**config.mk**
```make
export PLATFORM = sky130hd
export DESIGN_NAME = led_scan_pwm
export DESIGN_NICKNAME = d
export VERILOG_FILES = /design/src/rtl/led_scan_pwm_pkg.sv /design/src/rtl/led_pwm_cmp.sv /design/src/rtl/led_scan_pwm.sv
export SDC_FILE = /design/constraint.sdc
export NUM_CORES = 1
export LEC_CHECK = 0
export BUFFER_PORTS_ARGS = -buffer_cell sky130_fd_sc_hd__buf_4
export CAP_MARGIN = 0
export CORE_AREA = 5 5 90 92
export DETAILED_ROUTE_END_ITERATION = 10
export DIE_AREA = 0 0 95 97
export PLACE_DENSITY = 0.76
export SLEW_MARGIN = 10
export SYNTH_ARGS = -nofsm -noshare
export SYNTH_HDL_FRONTEND = slang
export SYNTH_SLANG_ARGS = --single-unit
```
**constraint.sdc**
```tcl
create_clock -name clk_i -period 2.7 [get_ports clk_i]
set_input_delay 0.135 -clock clk_i [delete_from_list [all_inputs] [get_ports clk_i]]
set_output_delay 0.135 -clock clk_i [all_outputs]
set_load 0.005 [all_outputs]
```
**src/rtl/led_scan_pwm_pkg.sv**
```systemverilog
// Shared types and constants for the LED-cube plane scanner.
package led_scan_pwm_pkg;

    typedef enum logic [2:0] {
        S_IDLE  = 3'd0,
        S_ADDR  = 3'd1,
        S_WAIT  = 3'd2,
        S_DATA  = 3'd3,
        S_SCLK  = 3'd4,
        S_LATCH = 3'd5,
        S_HOLD  = 3'd6
    } state_t;

    localparam int ADDR_W = 7;
    localparam int LANES  = 8;

    // Highest PWM threshold; a full-scale byte stays on for every step.
    function automatic int step_max(input int bits);
        return (1 << bits) - 2;
    endfunction

endpackage

```
**src/rtl/led_pwm_cmp.sv**
```systemverilog
// Eight-lane brightness-versus-threshold comparator feeding the serial lanes.
module led_pwm_cmp
    import led_scan_pwm_pkg::*;
(
    input  logic [63:0]      data_i,
    input  logic [7:0]       step_i,
    output logic [LANES-1:0] mask_o
);

    always_comb begin
        mask_o = '0;
        for (int n = 0; n < LANES; n++) begin
            mask_o[n] = (data_i[8*n +: 8] > step_i);
        end
    end

endmodule

```
**src/rtl/led_scan_pwm.sv**
```systemverilog
// Scans the frame-buffer read port plane by plane, emits PWM bits on eight
// serial driver lanes, then latches and lights the selected plane.
module led_scan_pwm
    import led_scan_pwm_pkg::*;
#(
    parameter int PLANES   = 5,
    parameter int WORDS    = 16,
    parameter int PWM_BITS = 8,
    parameter int HOLD     = 32
) (
    input  logic              clk_i,
    input  logic              rst_n_i,
    input  logic              en_i,
    output logic [ADDR_W-1:0] ram_addr_o,
    input  logic [63:0]       ram_data_i,
    output logic [LANES-1:0]  led_sdata_o,
    output logic              led_sclk_o,
    output logic              led_latch_o,
    output logic              led_oe_n_o,
    output logic [PLANES-1:0] led_plane_o,
    output logic              frame_o
);

    localparam int STEP_MAX = step_max(PWM_BITS);
    localparam int PL_W     = (PLANES > 1) ? $clog2(PLANES) : 1;
    localparam int WORD_W   = (WORDS > 1) ? $clog2(WORDS) : 1;
    localparam int HOLD_W   = (HOLD > 1) ? $clog2(HOLD) : 1;

    state_t              state_q, state_d;
    logic [PL_W-1:0]     plane_q, plane_d;
    logic [PWM_BITS-1:0] step_q, step_d;
    logic [WORD_W-1:0]   word_q, word_d;
    logic [HOLD_W-1:0]   hold_q, hold_d;
    logic [ADDR_W-1:0]   addr_q, addr_d;
    logic [LANES-1:0]    sdata_q, sdata_d;
    logic                sclk_q, sclk_d;
    logic                latch_q, latch_d;
    logic                oe_n_q, oe_n_d;
    logic [PLANES-1:0]   plane_sel_q, plane_sel_d;
    logic                frame_q, frame_d;
    logic [LANES-1:0]    lane_mask;

    led_pwm_cmp u_cmp (
        .data_i (ram_data_i),
        .step_i (step_q),
        .mask_o (lane_mask)
    );

    // Strobe-type outputs are decoded from the next state so each one is
    // registered and lines up with the state it belongs to.
    always_comb begin
        state_d     = state_q;
        plane_d     = plane_q;
        step_d      = step_q;
        word_d      = word_q;
        hold_d      = hold_q;
        addr_d      = addr_q;
        sdata_d     = sdata_q;
        plane_sel_d = plane_sel_q;
        sclk_d      = 1'b0;
        latch_d     = 1'b0;
        oe_n_d      = 1'b1;
        frame_d     = 1'b0;
        case (state_q)
            S_IDLE: begin
                if (en_i) state_d = S_ADDR;
            end
            S_ADDR: begin
                addr_d  = ADDR_W'(int'(plane_q) * WORDS + int'(word_q));
                state_d = S_WAIT;
            end
            S_WAIT: begin
                state_d = S_DATA;
            end
            S_DATA: begin
                sdata_d = lane_mask;
                sclk_d  = 1'b1;
                state_d = S_SCLK;
            end
            S_SCLK: begin
                if (word_q == WORD_W'(WORDS - 1)) begin
                    word_d  = '0;
                    latch_d = 1'b1;
                    state_d = S_LATCH;
                end else begin
                    word_d  = word_q + 1'b1;
                    state_d = S_ADDR;
                end
            end
            S_LATCH: begin
                plane_sel_d = PLANES'(1) << plane_q;
                hold_d      = '0;
                oe_n_d      = 1'b0;
                state_d     = S_HOLD;
            end
            S_HOLD: begin
                if (hold_q == HOLD_W'(HOLD - 1)) begin
                    if (step_q == PWM_BITS'(STEP_MAX)) begin
                        step_d = '0;
                        if (plane_q == PL_W'(PLANES - 1)) begin
                            plane_d = '0;
                            frame_d = 1'b1;
                        end else begin
                            plane_d = plane_q + 1'b1;
                        end
                    end else begin
                        step_d = step_q + 1'b1;
                    end
                    if (en_i) begin
                        state_d = S_ADDR;
                    end else begin
                        state_d     = S_IDLE;
                        step_d      = '0;
                        plane_d     = '0;
                        word_d      = '0;
                        plane_sel_d = '0;
                    end
                end else begin
                    hold_d = hold_q + 1'b1;
                    oe_n_d = 1'b0;
                end
            end
            default: state_d = S_IDLE;
        endcase
    end

    always_ff @(posedge clk_i) begin
        if (!rst_n_i) begin
            state_q     <= S_IDLE;
            plane_q     <= '0;
            step_q      <= '0;
            word_q      <= '0;
            hold_q      <= '0;
            addr_q      <= '0;
            sdata_q     <= '0;
            sclk_q      <= 1'b0;
            latch_q     <= 1'b0;
            oe_n_q      <= 1'b1;
            plane_sel_q <= '0;
            frame_q     <= 1'b0;
        end else begin
            state_q     <= state_d;
            plane_q     <= plane_d;
            step_q      <= step_d;
            word_q      <= word_d;
            hold_q      <= hold_d;
            addr_q      <= addr_d;
            sdata_q     <= sdata_d;
            sclk_q      <= sclk_d;
            latch_q     <= latch_d;
            oe_n_q      <= oe_n_d;
            plane_sel_q <= plane_sel_d;
            frame_q     <= frame_d;
        end
    end

    assign ram_addr_o  = addr_q;
    assign led_sdata_o = sdata_q;
    assign led_sclk_o  = sclk_q;
    assign led_latch_o = latch_q;
    assign led_oe_n_o  = oe_n_q;
    assign led_plane_o = plane_sel_q;
    assign frame_o     = frame_q;

endmodule

```
==> flow_summary_export.csv <==
group,metric,value,unit
pwr,cellPowerDensity,318,nW/um2
floorplan,floorplan.io_pins,91,
worst_setup_path,critPathRequiredTime,2.88,ns
sta,fin_worst_skew,0.00471,ns
synth,syn_area_per_cell,8.81,um2
synth,postSynthNetCount,545,
clock_tree,postCtsHoldBufs,0,
global_route,grt_pass1_vias,3274,
run_status,status,"finished, final reports clean",
sta,period_needed,2.28,ns
synth,ys_seq_area_share,26.4,%
global_route,global_route_wire_length_before_repair,15.2,mm
worst_setup_path,critical_path.startpoint_type,"flip-flop",
sta,setup_viol_count_final,0,
clock_tree,post_cts.repair.setup_buffers,0,
global_route,antenna_found_initial,0,
sta,max_slew_margin,37.0,%
clock_tree,tritoncts,"yes",
sta,worst-slew-pin-transition,0.944,ns
finish,multi_input_area,2420,um2
synth,netlist_instances,404,
sta,rsz0062_at_grt,"no",
finish,area.sequential,941,um2
clock_tree,cts.reportedPaths.clkPinSlew,0.09,ns
synth,synth.ff_latch_count,47,
floorplan,floorplan.initialDensity,49.9,%
floorplan,die-height,97,um
synth,number_of_enable_flip_flop_cells_after_synthesis,0,
detailed_routing,routed_wl,9.20,mm
sta,setup_tns,0,ns
placed_design,placedInstanceArea,4280,um2
floorplan,floorplan.core_area,7140,um2
clock_tree,cts.repair.resized,0,
clock_tree,cts.htree.levels,2,
finish,design_area,4370,um2
global_route,track_usage,20.1,%
finish,final_net_count,631,
worst_setup_path,setup_crit_end_kind,"flip-flop",
detailed_routing,first_pass_iters,4,
detailed_routing,post_drt_via_cell_ratio,5.60,
synth,post_synth_instance_area,3560,um2
placed_design,global_placer_s_final_weighted_congestion,0.780,
worst_setup_path,worst_setup_path_class,"reg2reg",
flow_run,maxCapViolations,0,
pwr,design_power_total,0.00139,W
worst_setup_path,critPathMaxFanout,11,
finish,areaGrowthSynthToFinish,22.7,%
finish,final.fill_count,680,
pwr,worst_ir_drop_vdd,0.306,mV
finish,layout-drive-gt1-share,23.2,%
sta,hold_viol,0,
sta,max_freq,0.438,GHz
clock_tree,clock_path_buffers,2,
global_route,gr-total-overflow,0,
detailed_routing,antenna_left,0,
floorplan,floorplan.die_area,9220,um2
clock_tree,cts-buffers-inserted,5,
finish,num_antenna_cells,0,
sta,fin_hold_ws,0.133,ns
sta,final-max-slew-violation-count,0,
detailed_routing,route.vias.total,3306,
clock_tree,clk_latency,0.30,ns
synth,synth.distinct_cells,47,
placed_design,place.port_buffers,90,
synth,asyncSetResetFlopFracSynth,0,%
pwr,leakagePower,2.01,nW
global_route,maximum_number_of_pins_on_one_net_before_global_route_repair,27,
synth,yosys_warnings,0,
clock_tree,cts-root-buf,"clkbuf_8",
synth,synth_top_flop_cell,"dfxtp_1",
sta,final.period_utilization,84.5,%
detailed_routing,drc_errors,0,
worst_setup_path,cp.arrival,2.46,ns
min_path,min_path_type,"in2reg",
floorplan,die_w,95,um
clock_tree,cts_sinks,47,
floorplan,num_rows,31,
detailed_routing,detail_route.wl_per_cell,15.6,um
detailed_routing,iteration_0_drc_markers,136,
placed_design,hpwl,7.11,mm
[cells in the final DEF (no fill, tap or decap), types with 2 or more instances in the layout]
cell,n
nand4_1,3
mux2i_1,8
a21o_1,4
dfxtp_1,47
inv_1,29
o21a_1,3
nand3_1,8
nor3b_1,3
and3_1,5
and4_1,15
xnor2_1,5
nor3_1,5
nand4b_4,2
a21oi_1,52
a31o_2,7
nand2b_1,3
o21ai_0,20
nor2b_1,3
ha_1,74
a22o_1,7
xor2_1,3
nor4_1,3
o211ai_1,4
a211oi_1,2
a22oi_1,4
nand2_1,31
nor2_1,26
clkbuf_8,5
buf_4,91
[power by group]
part / total [W] / leakage [nW] / internal [W] / switching (W)
Sequential: 0.000723 / 0.379 / 0.000700 / 0.0000226
Combinational: 0.000249 / 1.59 / 0.000139 / 0.000110
Clock: 0.000416 / 0.0412 / 0.000181 / 0.000235
[worst max-delay path, cell delays in order, from the launching register on]
cell and delay [ns]:
dfxtp_1 0.40, ha_1 0.19, and3_1 0.17, ha_1 0.44, nand4b_4 0.19, or4_4 0.59
xnor2_2 0.15, nor2_1 0.05
[path summary, 6_finish.rpt]
kind	from	to	slack, ns	cells after the start
worst max-delay path	hold_q[0]	step_q[6]	0.42	7
worst min-delay path	rst_n_i	state_q[1]	0.13	2
worst max register to register	hold_q[0]	step_q[6]	0.42	7
worst min register to register	led_plane_o[2]	led_plane_o[2]	0.47	2
[metal layers]
layer	global-route usage (%)	share of wire, %
met1	25.0	44
met2	35.6	49
met3	3.80	6.0
met4	3.88	1.1
met5	0	0
[layout make-up]
| cell class | instances | share of cell area, % |
|---|---|---|
| Clock buffer | 6 | 1.66 |
| Clock inverter | 2 | 0.286 |
| Timing Repair Buffer | 91 | 15.6 |
| Tap cell | 99 | 2.84 |
| Multi-Input combinational cell | 315 | 55.5 |
| Sequential cell | 47 | 21.5 |
| Inverter | 30 | 2.58 |
[state kept, by name (all words and copies together), names as in the netlist]
register	count
led_sdata_o	8
step_q	8
ram_addr_o	7
hold_q	5
led_plane_o	5
word_q	4
plane_q	3
state_q	3
frame_o	1
led_latch_o	1
led_oe_n_o	1
led_sclk_o	1
[through the flow]
| stage | utilization, % | instances | setup slack [ns] |
|---|---|---|---|
| floorplan | - | 404 | 0.798 |
| global placement | 60.0 | 582 | 0.551 |
| detailed placement | 60.0 | 582 | 0.438 |
| CTS | 61.2 | 590 | 0.423 |
| global route | 61.2 | 590 | 0.312 |
| finish | 61.2 | 590 | 0.419 |
[kinds of logic after synthesis]
family	share of synthesized area, %
buffers and inverters	5.52
muxes	2.25
xor gates and xnor gates	2.42
DFF	26.4
AOI/OAI and AO/OA	18.3
adders and majority gates	26.0
and+or+nand+nor	19.1
[cells in the mapped netlist (all sizes together), types with 4 or more instances]
library cell / instances / area share [%]
ha: 74 / 26
a21oi: 52 / 7.3
dfxtp: 47 / 26
nand2: 31 / 3.3
inv: 30 / 3.2
nor2: 26 / 2.7
o21ai: 20 / 2.8
and4: 15 / 3.7
buf: 10 / 2.1
mux2i: 8 / 2.2
nand3: 8 / 1.1
a22o: 7 / 1.7
a31o: 7 / 1.7
nor3: 6 / 1.2
xnor2: 6 / 1.7
and3: 5 / 0.88
a21o: 4 / 0.84
a22oi: 4 / 0.84
o211ai: 4 / 0.84
(Power assumes the default switching activity.)
